### config.mk
export PLATFORM = sky130hd
export DESIGN_NAME = uart_tx_fifo
export DESIGN_NICKNAME = d
export VERILOG_FILES = /design/src/rtl/uart_tx_fifo.sv
export SDC_FILE = /design/constraint.sdc
export NUM_CORES = 1
export LEC_CHECK = 0
export ABC_AREA = 1
export CORE_ASPECT_RATIO = 0.6
export CORE_MARGIN = 10
export CORE_UTILIZATION = 40
export DETAILED_ROUTE_END_ITERATION = 16
export GPL_TIMING_DRIVEN = 0
export PLACE_DENSITY = 0.54
export SYNTH_ARGS = -nofsm -noshare
export SYNTH_HDL_FRONTEND = slang
export SYNTH_SLANG_ARGS = --single-unit
### constraint.sdc
create_clock -name clk -period 2.5 [get_ports clk]
set_input_delay 0.375 -clock clk [delete_from_list [all_inputs] [get_ports clk]]
set_output_delay 0.375 -clock clk [all_outputs]
set_load 0.02 [all_outputs]
### src/rtl/uart_tx_fifo.sv
`default_nettype none
// ============================================================================
// Module      : uart_tx_fifo
// Description : FIFO-buffered UART transmitter with sticky overflow and fill level.
//               Define UART_TX_FIFO_PARITY_EN to add an even-parity bit per frame.
// Revision    : 1.0 - initial release
// ============================================================================
module uart_tx_fifo #(
    parameter int CLK_FREQ  = 100_000_000,
    parameter int BAUD_RATE = 9600,
    parameter int DEPTH     = 8,
    parameter int DATA_BITS = 8
) (
    input  logic                   clk,
    input  logic                   reset,
    input  logic                   clk_enable,
    input  logic                   wr_en,
    input  logic [DATA_BITS-1:0]   wr_data,
    output logic                   full,
    output logic [$clog2(DEPTH):0] level,
    output logic                   busy,
    output logic                   overflow,
    output logic                   tx
);

    localparam int c_CPB   = CLK_FREQ / BAUD_RATE;
    localparam int c_AW    = $clog2(DEPTH);
    localparam int c_PW    = c_AW + 1;
    localparam int c_CNT_W = (c_CPB > 1) ? $clog2(c_CPB) : 1;
    localparam int c_BIT_W = $clog2(DATA_BITS);

    localparam logic [2:0] c_ST_IDLE   = 3'd0;
    localparam logic [2:0] c_ST_START  = 3'd1;
    localparam logic [2:0] c_ST_DATA   = 3'd2;
`ifdef UART_TX_FIFO_PARITY_EN
    localparam logic [2:0] c_ST_PARITY = 3'd3;
`endif
    localparam logic [2:0] c_ST_STOP   = 3'd4;

    logic [DATA_BITS-1:0] r_mem [DEPTH];
    logic [c_AW:0]        r_wr_ptr;
    logic [c_AW:0]        r_rd_ptr;
    logic [c_AW:0]        w_wr_ptr_nxt;
    logic [c_AW:0]        w_rd_ptr_nxt;
    logic [c_AW:0]        r_level;
    logic                 r_full;
    logic                 r_overflow;
    logic                 w_empty;
    logic                 w_push;
    logic                 w_drop;
    logic                 w_pop;

    logic [2:0]           r_state;
    logic [2:0]           w_state_nxt;
    logic [c_CNT_W-1:0]   r_baud_cnt;
    logic                 w_bit_done;
    logic [c_BIT_W-1:0]   r_bit_cnt;
    logic                 w_last_bit;
    logic [DATA_BITS-1:0] r_shift;
`ifdef UART_TX_FIFO_PARITY_EN
    logic                 r_parity;
`endif

    // full is registered, so a write is judged against the pre-pop occupancy
    assign w_empty    = (r_wr_ptr == r_rd_ptr);
    assign w_push     = wr_en & clk_enable & ~r_full;
    assign w_drop     = wr_en & clk_enable & r_full;
    assign w_bit_done = (r_baud_cnt == c_CNT_W'(c_CPB - 1));
    assign w_last_bit = (r_bit_cnt == c_BIT_W'(DATA_BITS - 1));
    assign w_pop      = ~w_empty & ((r_state == c_ST_IDLE) |
                                    ((r_state == c_ST_STOP) & w_bit_done));

    assign w_wr_ptr_nxt = w_push ? r_wr_ptr + c_PW'(1) : r_wr_ptr;
    assign w_rd_ptr_nxt = w_pop  ? r_rd_ptr + c_PW'(1) : r_rd_ptr;

    assign full     = r_full;
    assign level    = r_level;
    assign overflow = r_overflow;

    always_ff @(posedge clk) begin
        if (w_push) begin
            r_mem[r_wr_ptr[c_AW-1:0]] <= wr_data;
        end
    end

    always_ff @(posedge clk) begin
        if (reset) begin
            r_wr_ptr   <= '0;
            r_rd_ptr   <= '0;
            r_level    <= '0;
            r_full     <= 1'b0;
            r_overflow <= 1'b0;
        end else begin
            r_wr_ptr <= w_wr_ptr_nxt;
            r_rd_ptr <= w_rd_ptr_nxt;
            r_level  <= w_wr_ptr_nxt - w_rd_ptr_nxt;
            r_full   <= (w_wr_ptr_nxt[c_AW] != w_rd_ptr_nxt[c_AW]) &&
                        (w_wr_ptr_nxt[c_AW-1:0] == w_rd_ptr_nxt[c_AW-1:0]);
            if (w_drop) begin
                r_overflow <= 1'b1;
            end
        end
    end

    // Baud counter free-runs on clk; every state entry coincides with a bit boundary
    always_ff @(posedge clk) begin
        if (reset || r_state == c_ST_IDLE || w_bit_done) begin
            r_baud_cnt <= '0;
        end else begin
            r_baud_cnt <= r_baud_cnt + c_CNT_W'(1);
        end
    end

    always_ff @(posedge clk) begin
        if (reset) begin
            r_shift   <= '0;
            r_bit_cnt <= '0;
`ifdef UART_TX_FIFO_PARITY_EN
            r_parity  <= 1'b0;
`endif
        end else if (w_pop) begin
            r_shift   <= r_mem[r_rd_ptr[c_AW-1:0]];
            r_bit_cnt <= '0;
`ifdef UART_TX_FIFO_PARITY_EN
            r_parity  <= ^r_mem[r_rd_ptr[c_AW-1:0]];
`endif
        end else if (r_state == c_ST_DATA && w_bit_done) begin
            r_shift   <= r_shift >> 1;
            r_bit_cnt <= r_bit_cnt + c_BIT_W'(1);
        end
    end

    always_ff @(posedge clk) begin
        if (reset) begin
            r_state <= c_ST_IDLE;
        end else begin
            r_state <= w_state_nxt;
        end
    end

    always_comb begin
        w_state_nxt = r_state;
        case (r_state)
            c_ST_IDLE: begin
                if (!w_empty) w_state_nxt = c_ST_START;
            end
            c_ST_START: begin
                if (w_bit_done) w_state_nxt = c_ST_DATA;
            end
            c_ST_DATA: begin
                if (w_bit_done && w_last_bit) begin
`ifdef UART_TX_FIFO_PARITY_EN
                    w_state_nxt = c_ST_PARITY;
`else
                    w_state_nxt = c_ST_STOP;
`endif
                end
            end
`ifdef UART_TX_FIFO_PARITY_EN
            c_ST_PARITY: begin
                if (w_bit_done) w_state_nxt = c_ST_STOP;
            end
`endif
            c_ST_STOP: begin
                if (w_bit_done) w_state_nxt = w_empty ? c_ST_IDLE : c_ST_START;
            end
            default: w_state_nxt = c_ST_IDLE;
        endcase
    end

    always_comb begin
        tx = 1'b1;
        case (r_state)
            c_ST_START:  tx = 1'b0;
            c_ST_DATA:   tx = r_shift[0];
`ifdef UART_TX_FIFO_PARITY_EN
            c_ST_PARITY: tx = r_parity;
`endif
            default:     tx = 1'b1;
        endcase
        busy = (r_state != c_ST_IDLE) || (r_level != '0);
    end

endmodule
`default_nettype wire
==> impl_metrics.env <==
export IMPL_path_class="reg -> out"
export IMPL_area_delta_synth_final_pct=15.2
export IMPL_rrSetupSlack_ns=0.27
export IMPL_cts_tree="built"
export IMPL_synth_seq_area_share_pct=60.0
export IMPL_drv_slew=0
export IMPL_critPathRequiredTime_ns=2.12
export IMPL_cts_made_buffers=9
export IMPL_r2r_end="level[2]$_SDFF_PP0_"
export IMPL_hold_violations=0
export IMPL_yosysUniqueCellTypes=37
export IMPL_relSlewSlack_pct=34.5
export IMPL_rows=30
export IMPL_antenna_left=0
export IMPL_port_buffers=19
export IMPL_htreeDepth=3
export IMPL_multiInputGateArea_sq_um=1600
export IMPL_leakage_uw=0.00185
export IMPL_synthesis_area_sq_um=4600
export IMPL_grt_overflow=0
export IMPL_cts_root_buf="clkbuf_16"
export IMPL_nets=516
export IMPL_tightest_slew_ns=0.979
export IMPL_power_frac_seq_pct=37.4
export IMPL_place_gp_congestion=0.793
export IMPL_vias_per_cell=5.18
export IMPL_die_h_microns=103
export IMPL_setup_viol=0
export IMPL_clock_sinks=106
export IMPL_arrival_ns=1.87
export IMPL_synth_edf_count=64
export IMPL_rr_worst_depth=15
export IMPL_avgSynthCellArea_sq_um=9.92
export IMPL_cp_max_fo=4
export IMPL_clk_latency_ns=0.35
export IMPL_swShare_pct=37.5
export IMPL_antenna_found_initial=0
export IMPL_syn_nets=483
export IMPL_die_area_sq_um=16300
export IMPL_skew_ns=0.0100
export IMPL_post_drt_wl_per_cell_microns=16.4
export IMPL_drt_pass1_iter_count=6
export IMPL_fin_setup_tns_ns=0
export IMPL_grt_usage_pct=13.5
export IMPL_synth_top_cells_by_count="nand2_1, edfxtp_1, nor2_1, dfxtp_1, o21ai_0"
export IMPL_crit_path_max_incr_delay_ns=0.53
export IMPL_clock_path_buffers=2
export IMPL_startpoint="r_state[1]$_SDFFE_PP0P_"
export IMPL_period_minus_slack_ns=2.24
export IMPL_num_vias=3349
export IMPL_dp_hpwl_microns=7500
export IMPL_pwr_share_clk_pct=24.6
export IMPL_routed_wl_microns=10600
export IMPL_yosys_area_top_type="edfxtp_1"
export IMPL_synthArstFlopShare_pct=0
export IMPL_nFillCells=1058
export IMPL_synth_seq_cells=106
export IMPL_fin_cells=646
export IMPL_internal_power_uw=3550
export IMPL_vdd_drop_max_mv=0.603
export IMPL_drive_above_1_share_pct=11.2
export IMPL_numPlacedInstances=627
export IMPL_grt_pass1_wl_microns=16600
export IMPL_num_antenna_cells=0
export IMPL_status="completed"
export IMPL_yosys_warnings=0
export IMPL_hp_class="reg -> reg"
export IMPL_coreArea_sq_um=11300
export IMPL_ys_flop_type="edfxtp_1"
export IMPL_crit_end="tx"
export IMPL_io_pins=20
export IMPL_slowest_stage="clkdlybuf4s50_1"
export IMPL_drt_initial_drc_count=292
export IMPL_yosysMostFrequentCell="nand2_1"
export IMPL_initial_core_util_pct=40.9
export IMPL_rr_startpoint="r_baud_cnt[0]$_SDFF_PP0_"
export IMPL_chipWidth_microns=158
export IMPL_cp_end_kind="primary output"
export IMPL_yosysTopAreaCellShare_pct=41.8
export IMPL_startpoint_type="flip-flop"
export IMPL_cts_reportedPaths_clkPinSlew_ns=0.07
export IMPL_fin_crit_sh_pct=89.8
export IMPL_grt_pass1_vias=3079
export IMPL_syn_inst=464
export IMPL_p_per_area_nw_per_um2=1070
export IMPL_power_frac_comb_pct=38.0
export IMPL_path_cells="inv_1 -> nor3_2 -> inv_1 -> nand2_1 -> nand2_1 -> clkdlybuf4s50_1"
export IMPL_max_cap_violations=0
export IMPL_rsz0062_at_grt="no"
export IMPL_switching_power_uw=2130
export IMPL_regArea_sq_um=2760
export IMPL_netlist_top_cells_area="edfxtp_1, dfxtp_1, nand2_1, nor2_1, o21ai_0"
export IMPL_grt_max_degree=18
export IMPL_drc=0
export IMPL_fmax_ghz=0.446
## worst max-delay path, delay by kind of cell (launching register included)
kind	cells	cell delay (ns)
buffers and inverters	3	0.72
flip-flops	1	0.48
AND/OR/NAND/NOR	3	0.31
## metal layers
metal	vias to the layer above	wire length (microns)	track usage (%)
li1	1661	-	-
met1	1580	5400	20.0
met5	-	0	0
met2	96	4400	18.6
met4	0	110	3.69
met3	12	690	3.79
## repair_timing
action,4_1_cts,5_1_grt
buffers inserted,0,3
endpoints found under the setup margin,0,2
gates resized for setup,0,3
hold buffers,0,0
## placed cells by master, fill, tap and decap left out, types with 3 or more instances in the layout
cell type	instances
a21oi_1	20
inv_1	38
o221ai_1	14
clkdlybuf4s50_1	19
xor2_1	4
buf_4	5
ha_1	6
nand2_2	7
dfxtp_1	42
a31oi_1	8
inv_2	4
nand4_1	6
nand2_4	3
nand2_1	82
nand3_1	17
clkbuf_1	10
nor3_1	4
nor2_1	60
clkinv_1	4
edfxtp_1	64
nor2_2	6
clkbuf_16	9
o21ai_0	39
xor2_2	3
nand3_2	3
## registers in the layout, summed over array words and instances (netlist names)
name and count:
r_rd_ptr 4, overflow 1, r_mem 64, level 4
r_wr_ptr 4, r_shift 8, r_state 3, r_bit_cnt 3
r_baud_cnt 14, full 1
## cell families after synthesis
group	after synthesis	synth area share [%]
flops	106	60.0
xor+xnor	9	2.04
compound gates	85	10.9
simple gates	196	19.7
fa+ha+maj	7	1.90
buf+inv	61	5.46
## worst min-delay path by stage
| stage | startpoint | endpoint | cells past startpoint | slack, ns |
|---|---|---|---|---|
| 2_1_floorplan | r_baud_cnt[0]$_SDFF_PP0_ | r_baud_cnt[0]$_SDFF_PP0_ | 1 | 0.42 |
| 3_3_place_gp | r_baud_cnt[0]$_SDFF_PP0_ | r_baud_cnt[0]$_SDFF_PP0_ | 1 | 0.43 |
| 3_5_place_dp | overflow$_SDFFE_PP0P_ | overflow$_SDFFE_PP0P_ | 2 | 0.44 |
| 4_1_cts | overflow$_SDFFE_PP0P_ | overflow$_SDFFE_PP0P_ | 2 | 0.45 |
| 5_1_grt | overflow$_SDFFE_PP0P_ | overflow$_SDFFE_PP0P_ | 2 | 0.46 |
| 6_report | overflow$_SDFFE_PP0P_ | overflow$_SDFFE_PP0P_ | 2 | 0.45 |
## power by group through the flow
stage / registers [uW] / clock network (uW) / logic [uW]
final: 2130 / 1400 / 2160
after global routing: 2150 / 1500 / 2380
after CTS: 2130 / 1420 / 2070
after detailed placement: 2160 / 0 / 2060
after global placement: 2160 / 0 / 2040
after floorplan: 2190 / 0 / 1400
## metrics by stage
stage | power [uW] | setup WS (ns) | cell area, sq um | hold WS [ns] | utilization [%]
2_1_floorplan | 3590 | 0.481 | 4600 | 0.418 | -
3_3_place_gp | 4210 | -0.0942 | 4970 | 0.429 | 44.2
3_5_place_dp | 4230 | -0.147 | 4970 | 0.442 | 44.2
4_1_cts | 5620 | 0.151 | 5270 | 0.452 | 46.8
5_1_grt | 6030 | 0.0129 | 5300 | 0.464 | 47.1
6_report | 5680 | 0.256 | 5300 | 0.451 | 47.1
## cell type report
type                    instances  share of cell area, %
flip-flops and latches        106                   52.1
clock buffers                   9                   4.25
well taps                     144                   3.40
inverters                      46                   3.35
repair buffers                 22                   4.01
clock inverters                 7                   1.27
plain buffers                  15                   1.39
multi-input cells             297                   30.2
No activity file was read; power rests on OpenSTA's default activity.
==> RTL edit 1 (same flow settings) <==
The option `UART_TX_FIFO_PARITY_EN` is turned on by a define.
--- a/src/rtl/uart_tx_fifo.sv
+++ b/src/rtl/uart_tx_fifo.sv
@@ -6,4 +6,6 @@
 // Revision    : 1.0 - initial release
 // ============================================================================
+`define UART_TX_FIFO_PARITY_EN
+
 module uart_tx_fifo #(
     parameter int CLK_FREQ  = 100_000_000,
Behaviour: no difference found for any inputs over 10 cycles, from zero or initial values and one cycle with reset high; that may be too few to reach the edited logic, so the function may still have changed.
==> RTL edit 1 against the original RTL <==
- total power shrank 5.4%
- sequential share of layout area shrank 3.2 points
- combinational power shrank 13%
- cell area grew 7.4%
- area after synthesis grew 8.6%
- wire length grew 7.6%
- non-clock buffer count is the same
- hold slack lost 0.0030 ns
- clock skew grew 0.0013 ns
- register-to-register slack gained 0.04 ns
- worst setup slack lost 0.096 ns
- sequential cell count grew 1
==> RTL edit 1: results (changes against the original RTL) <==
\begin{tabular}{lr}
\hline
Metric & Value \\
\hline
\multicolumn{2}{l}{\textbf{Status}} \\
\quad Run status & finished, final reports clean \\
\multicolumn{2}{l}{\textbf{Routing}} \\
\quad Number of violations reported at the end of detailed-routing iteration 0 & 241 (-17\%) \\
\quad Detailed Routing Iterations Pass 1 & 5 (-1) \\
\quad Wire length per cell after detailed routing & 14.9 um (-9.0\%) \\
\quad Vias after detailed routing & 3716 (+11\%) \\
\multicolumn{2}{l}{\textbf{Timing}} \\
\quad Worst hold margin & 0.448 ns (-0.00296 ns) \\
\quad Share of the clock period used by the worst path & 0.936 (+0.0382) \\
\quad Setup skew after layout & 0.0113 ns (+0.00125 ns) \\
\multicolumn{2}{l}{\textbf{Logic synthesis}} \\
\quad Yosys cell types & 43 (+16\%) \\
\quad Xor-xnor portion of the synthesized cell area & 0.0205 (+0.000129) \\
\quad Largest cells by area after synthesis & sky130\_fd\_sc\_hd\_\_edfxtp\_1 38\%, sky130\_fd\_sc\_hd\_\_dfxtp\_1 17\%, sky130\_fd\_sc\_hd\_\_nand2\_1 11\% \\
\quad Synthesized-area fraction occupied by adder cells & 0.0175 (-0.00151) \\
\quad Sequential-to-total area share from yosys stat & 0.556 (-0.0437) \\
\quad Top cell types by occurrence after synthesis & 140 x sky130\_fd\_sc\_hd\_\_nand2\_1, 94 x sky130\_fd\_sc\_hd\_\_nor2\_1, 64 x sky130\_fd\_sc\_hd\_\_edfxtp\_1 \\
\quad Number of nets in the synthesized netlist & 583 (+21\%) \\
\multicolumn{2}{l}{\textbf{Critical path}} \\
\quad Worst Path Arrival & 1.96 ns (+0.09 ns) \\
\quad Reg-to-reg setup timing slack & 0.31 ns (+0.04 ns) \\
\quad Biggest cell delay along the critical path & 0.55 ns (+0.02 ns) \\
\multicolumn{2}{l}{\textbf{Power and ir drop}} \\
\quad Worst VDD drop & 0.495 mV (-18\%) \\
\quad Sw frac & 0.369 (-0.00587) \\
\quad Total leakage power & 2.18 nW (+18\%) \\
\multicolumn{2}{l}{\textbf{GRT}} \\
\quad Wire length of the first global-routing pass & 18900 um (+14\%) \\
\quad Global-route usage over all layers & 0.136 (+0.000983) \\
\multicolumn{2}{l}{\textbf{Hold path}} \\
\quad Number of instances on the worst hold path & 1 (-1) \\
\multicolumn{2}{l}{\textbf{Placed design}} \\
\quad GPL Wtd Cong & 0.822 (+3.7\%) \\
\quad Worst slack at placement & -0.0859 ns (+0.0613 ns) \\
\quad Detailed-placement wirelength estimate & 8260 um (+10\%) \\
\hline
\end{tabular}
RTL edit 1: per-stage QoR:
stage                     cell area [sq um]  TNS (ns)  power (mW)  cells
after floorplan                        5000         0        3.50    564
after global placement                 5400    -0.164        4.01    748
after detailed placement               5400    -0.171        4.02    748
after CTS                              5680         0        5.40    764
after global routing                   5690  -0.00103        5.80    764
final                                  5690         0        5.38    764
RTL edit 1: layout make-up:
class | count | area [sq um]
fill | 1147 | 6450
sequential | 107 | 2780
multi-input combinational | 390 | 1900
clock buffer | 10 | 229
tap | 165 | 206
inverter | 49 | 198
timing repair buffer | 19 | 190
buffer | 18 | 133
clock inverter | 6 | 57.6
RTL edit 1: power by group through the flow:
| stage | registers, mW | clock network, mW | logic [mW] |
|---|---|---|---|
| floorplan | 2.17 | 0 | 1.33 |
| detailed placement | 2.16 | 0 | 1.87 |
| global placement | 2.15 | 0 | 1.85 |
| global route | 2.14 | 1.49 | 2.17 |
| CTS | 2.12 | 1.40 | 1.88 |
| finish | 2.12 | 1.37 | 1.88 |
RTL edit 1: path summary, 6_finish.rpt:
kind,startpoint,end
max,r_state[0]$_SDFFE_PP0P_,busy
min,r_baud_cnt[0]$_SDFF_PP0_,r_baud_cnt[0]$_SDFF_PP0_
max reg2reg,r_baud_cnt[0]$_SDFF_PP0_,level[2]$_SDFF_PP0_
min reg2reg,r_baud_cnt[0]$_SDFF_PP0_,r_baud_cnt[0]$_SDFF_PP0_
RTL edit 1: routing by layer:
layer / vias up / routed length (um) / track usage
li1: 1928 / - / -
met1: 1706 / 6160 / 0.204
met2: 78 / 4490 / 0.187
met3: 4 / 695 / 0.0351
met4: 0 / 60 / 0.0368
met5: - / 0 / 0
==> RTL edit 2 (same settings) <==
Made on the original files. Put one more register stage on the output `overflow`, cleared by the reset. The value now appears one clock later. The other outputs are not delayed to match.
--- a/src/rtl/uart_tx_fifo.sv
+++ b/src/rtl/uart_tx_fifo.sv
@@ -76,5 +76,11 @@
     assign full     = r_full;
     assign level    = r_level;
-    assign overflow = r_overflow;
+    always_ff @(posedge clk) begin
+        if (reset) begin
+            overflow <= '0;
+        end else begin
+            overflow <= r_overflow;
+        end
+    end
 
     always_ff @(posedge clk) begin
Function: same outputs for any inputs over 10 cycles, from zero or initial values and one cycle with reset high; that may be too few to reach the edited logic, so the function may still have changed.
==> RTL edit 2 against the original RTL <==
- count of clock-buffer cells in the layout unchanged
- cell area decreased by 0.78%
- wire length increased by 2.0%
- area after synthesis decreased by 0.22%
- sequential share of layout area increased by 0.79 points
- total power decreased by 1.6%
- highest routed layer unchanged
- maximum frequency decreased by 1.6%
- sequential cell count increased by 1
- synthesized cell count increased by 0.43%
- worst setup slack got worse by 0.037 ns
==> RTL edit 2: results (changes against the original RTL) <==
\begin{tabular}{lr}
\hline
Metric & Value \\
\hline
\multicolumn{2}{l}{\textbf{Routing}} \\
\quad Via density per instance & 5.18 (-0.14\%) \\
\quad Routed wl met3 & 760 um (+10\%) \\
\multicolumn{2}{l}{\textbf{GRT}} \\
\quad Global Route met2 Usage & 0.206 (+0.0200) \\
\quad Wire length of the first global-routing pass & 17100 um (+2.9\%) \\
\quad Met1 Use GR & 0.189 (-0.0111) \\
\quad GR Layer Usage met3 & 0.0417 (+0.00375) \\
\multicolumn{2}{l}{\textbf{Critical path}} \\
\quad Worst Path Arrival & 2.52 ns (+0.65 ns) \\
\quad Biggest cell delay along the critical path & 0.36 ns (-0.17 ns) \\
\quad Slowest stage cell on the critical path & sky130\_fd\_sc\_hd\_\_dfxtp\_1 \\
\quad CP Max Fanout & 9 (+5) \\
\quad Largest delay contributor family on the critical path & simple AND/OR/NAND/NOR gates \\
\quad Reg-to-reg setup timing slack & 0.22 ns (-0.05 ns) \\
\quad Element type at the critical path end & flop \\
\multicolumn{2}{l}{\textbf{Power and ir drop}} \\
\quad Relative contribution of the clock network to total power & 0.248 (+0.002) \\
\quad Total power & 5.60 mW (-1.6\%) \\
\quad Total leakage power & 1.84 nW (-0.78\%) \\
\quad Worst VDD drop & 0.401 mV (-34\%) \\
\quad Pwr top & sequential cells \\
\multicolumn{2}{l}{\textbf{Cells and area}} \\
\quad NumNets Final & 515 (-0.19\%) \\
\quad Share of cells above drive strength 1 & 0.104 (-0.00776) \\
\multicolumn{2}{l}{\textbf{Placed design}} \\
\quad Worst slack at placement & -0.269 ns (-0.122 ns) \\
\quad GPL Wtd Cong & 0.784 (-1.1\%) \\
\quad Detailed-placement wirelength estimate & 7280 um (-2.9\%) \\
\multicolumn{2}{l}{\textbf{Logic synthesis}} \\
\quad Largest cells by area after synthesis & sky130\_fd\_sc\_hd\_\_edfxtp\_1 42\%, sky130\_fd\_sc\_hd\_\_dfxtp\_1 19\%, sky130\_fd\_sc\_hd\_\_nand2\_1 6.5\% \\
\quad Cells after synthesis & 466 (+0.43\%) \\
\quad Top cell types by occurrence after synthesis & 80 x sky130\_fd\_sc\_hd\_\_nand2\_1, 64 x sky130\_fd\_sc\_hd\_\_edfxtp\_1, 62 x sky130\_fd\_sc\_hd\_\_nor2\_1 \\
\quad Yosys cell types & 36 (-2.7\%) \\
\quad Sequential-to-total area share from yosys stat & 0.606 (+0.00567) \\
\multicolumn{2}{l}{\textbf{Status}} \\
\quad Run status & finished, final reports clean \\
\multicolumn{2}{l}{\textbf{Hold path}} \\
\quad Hold Path Origin & r\_overflow\$\_SDFFE\_PP0P\_ \\
\hline
\end{tabular}
-- RTL edit 2: changes by cell type after synthesis, sizes merged --
| cell | before | now |
|---|---|---|
| dfxtp | 42 | 43 |
| nor2 | 67 | 68 |
-- RTL edit 2: cells by family (layout without fill, tap and decap cells) --
logic type / count (synthesis) / in the layout / synth area share
AO/OA/AOI/OAI: 85 / 85 / 0.109
XOR/XNOR: 9 / 9 / 0.0188
adder cells (fa/ha/maj): 7 / 7 / 0.0191
buffers and inverters: 61 / 96 / 0.0539
flip-flops: 107 / 107 / 0.606
AND/OR/NAND/NOR: 197 / 197 / 0.193
-- RTL edit 2: area by class of cell --
| cell class | instances | area [sq um] |
|---|---|---|
| flip-flops and latches | 107 | 2780 |
| well taps | 144 | 180 |
| plain buffers | 15 | 70.1 |
| repair buffers | 19 | 190 |
| clock inverters | 7 | 63.8 |
| fillers | 1055 | 6000 |
| clock buffers | 9 | 225 |
| inverters | 46 | 178 |
| multi-input cells | 298 | 1570 |
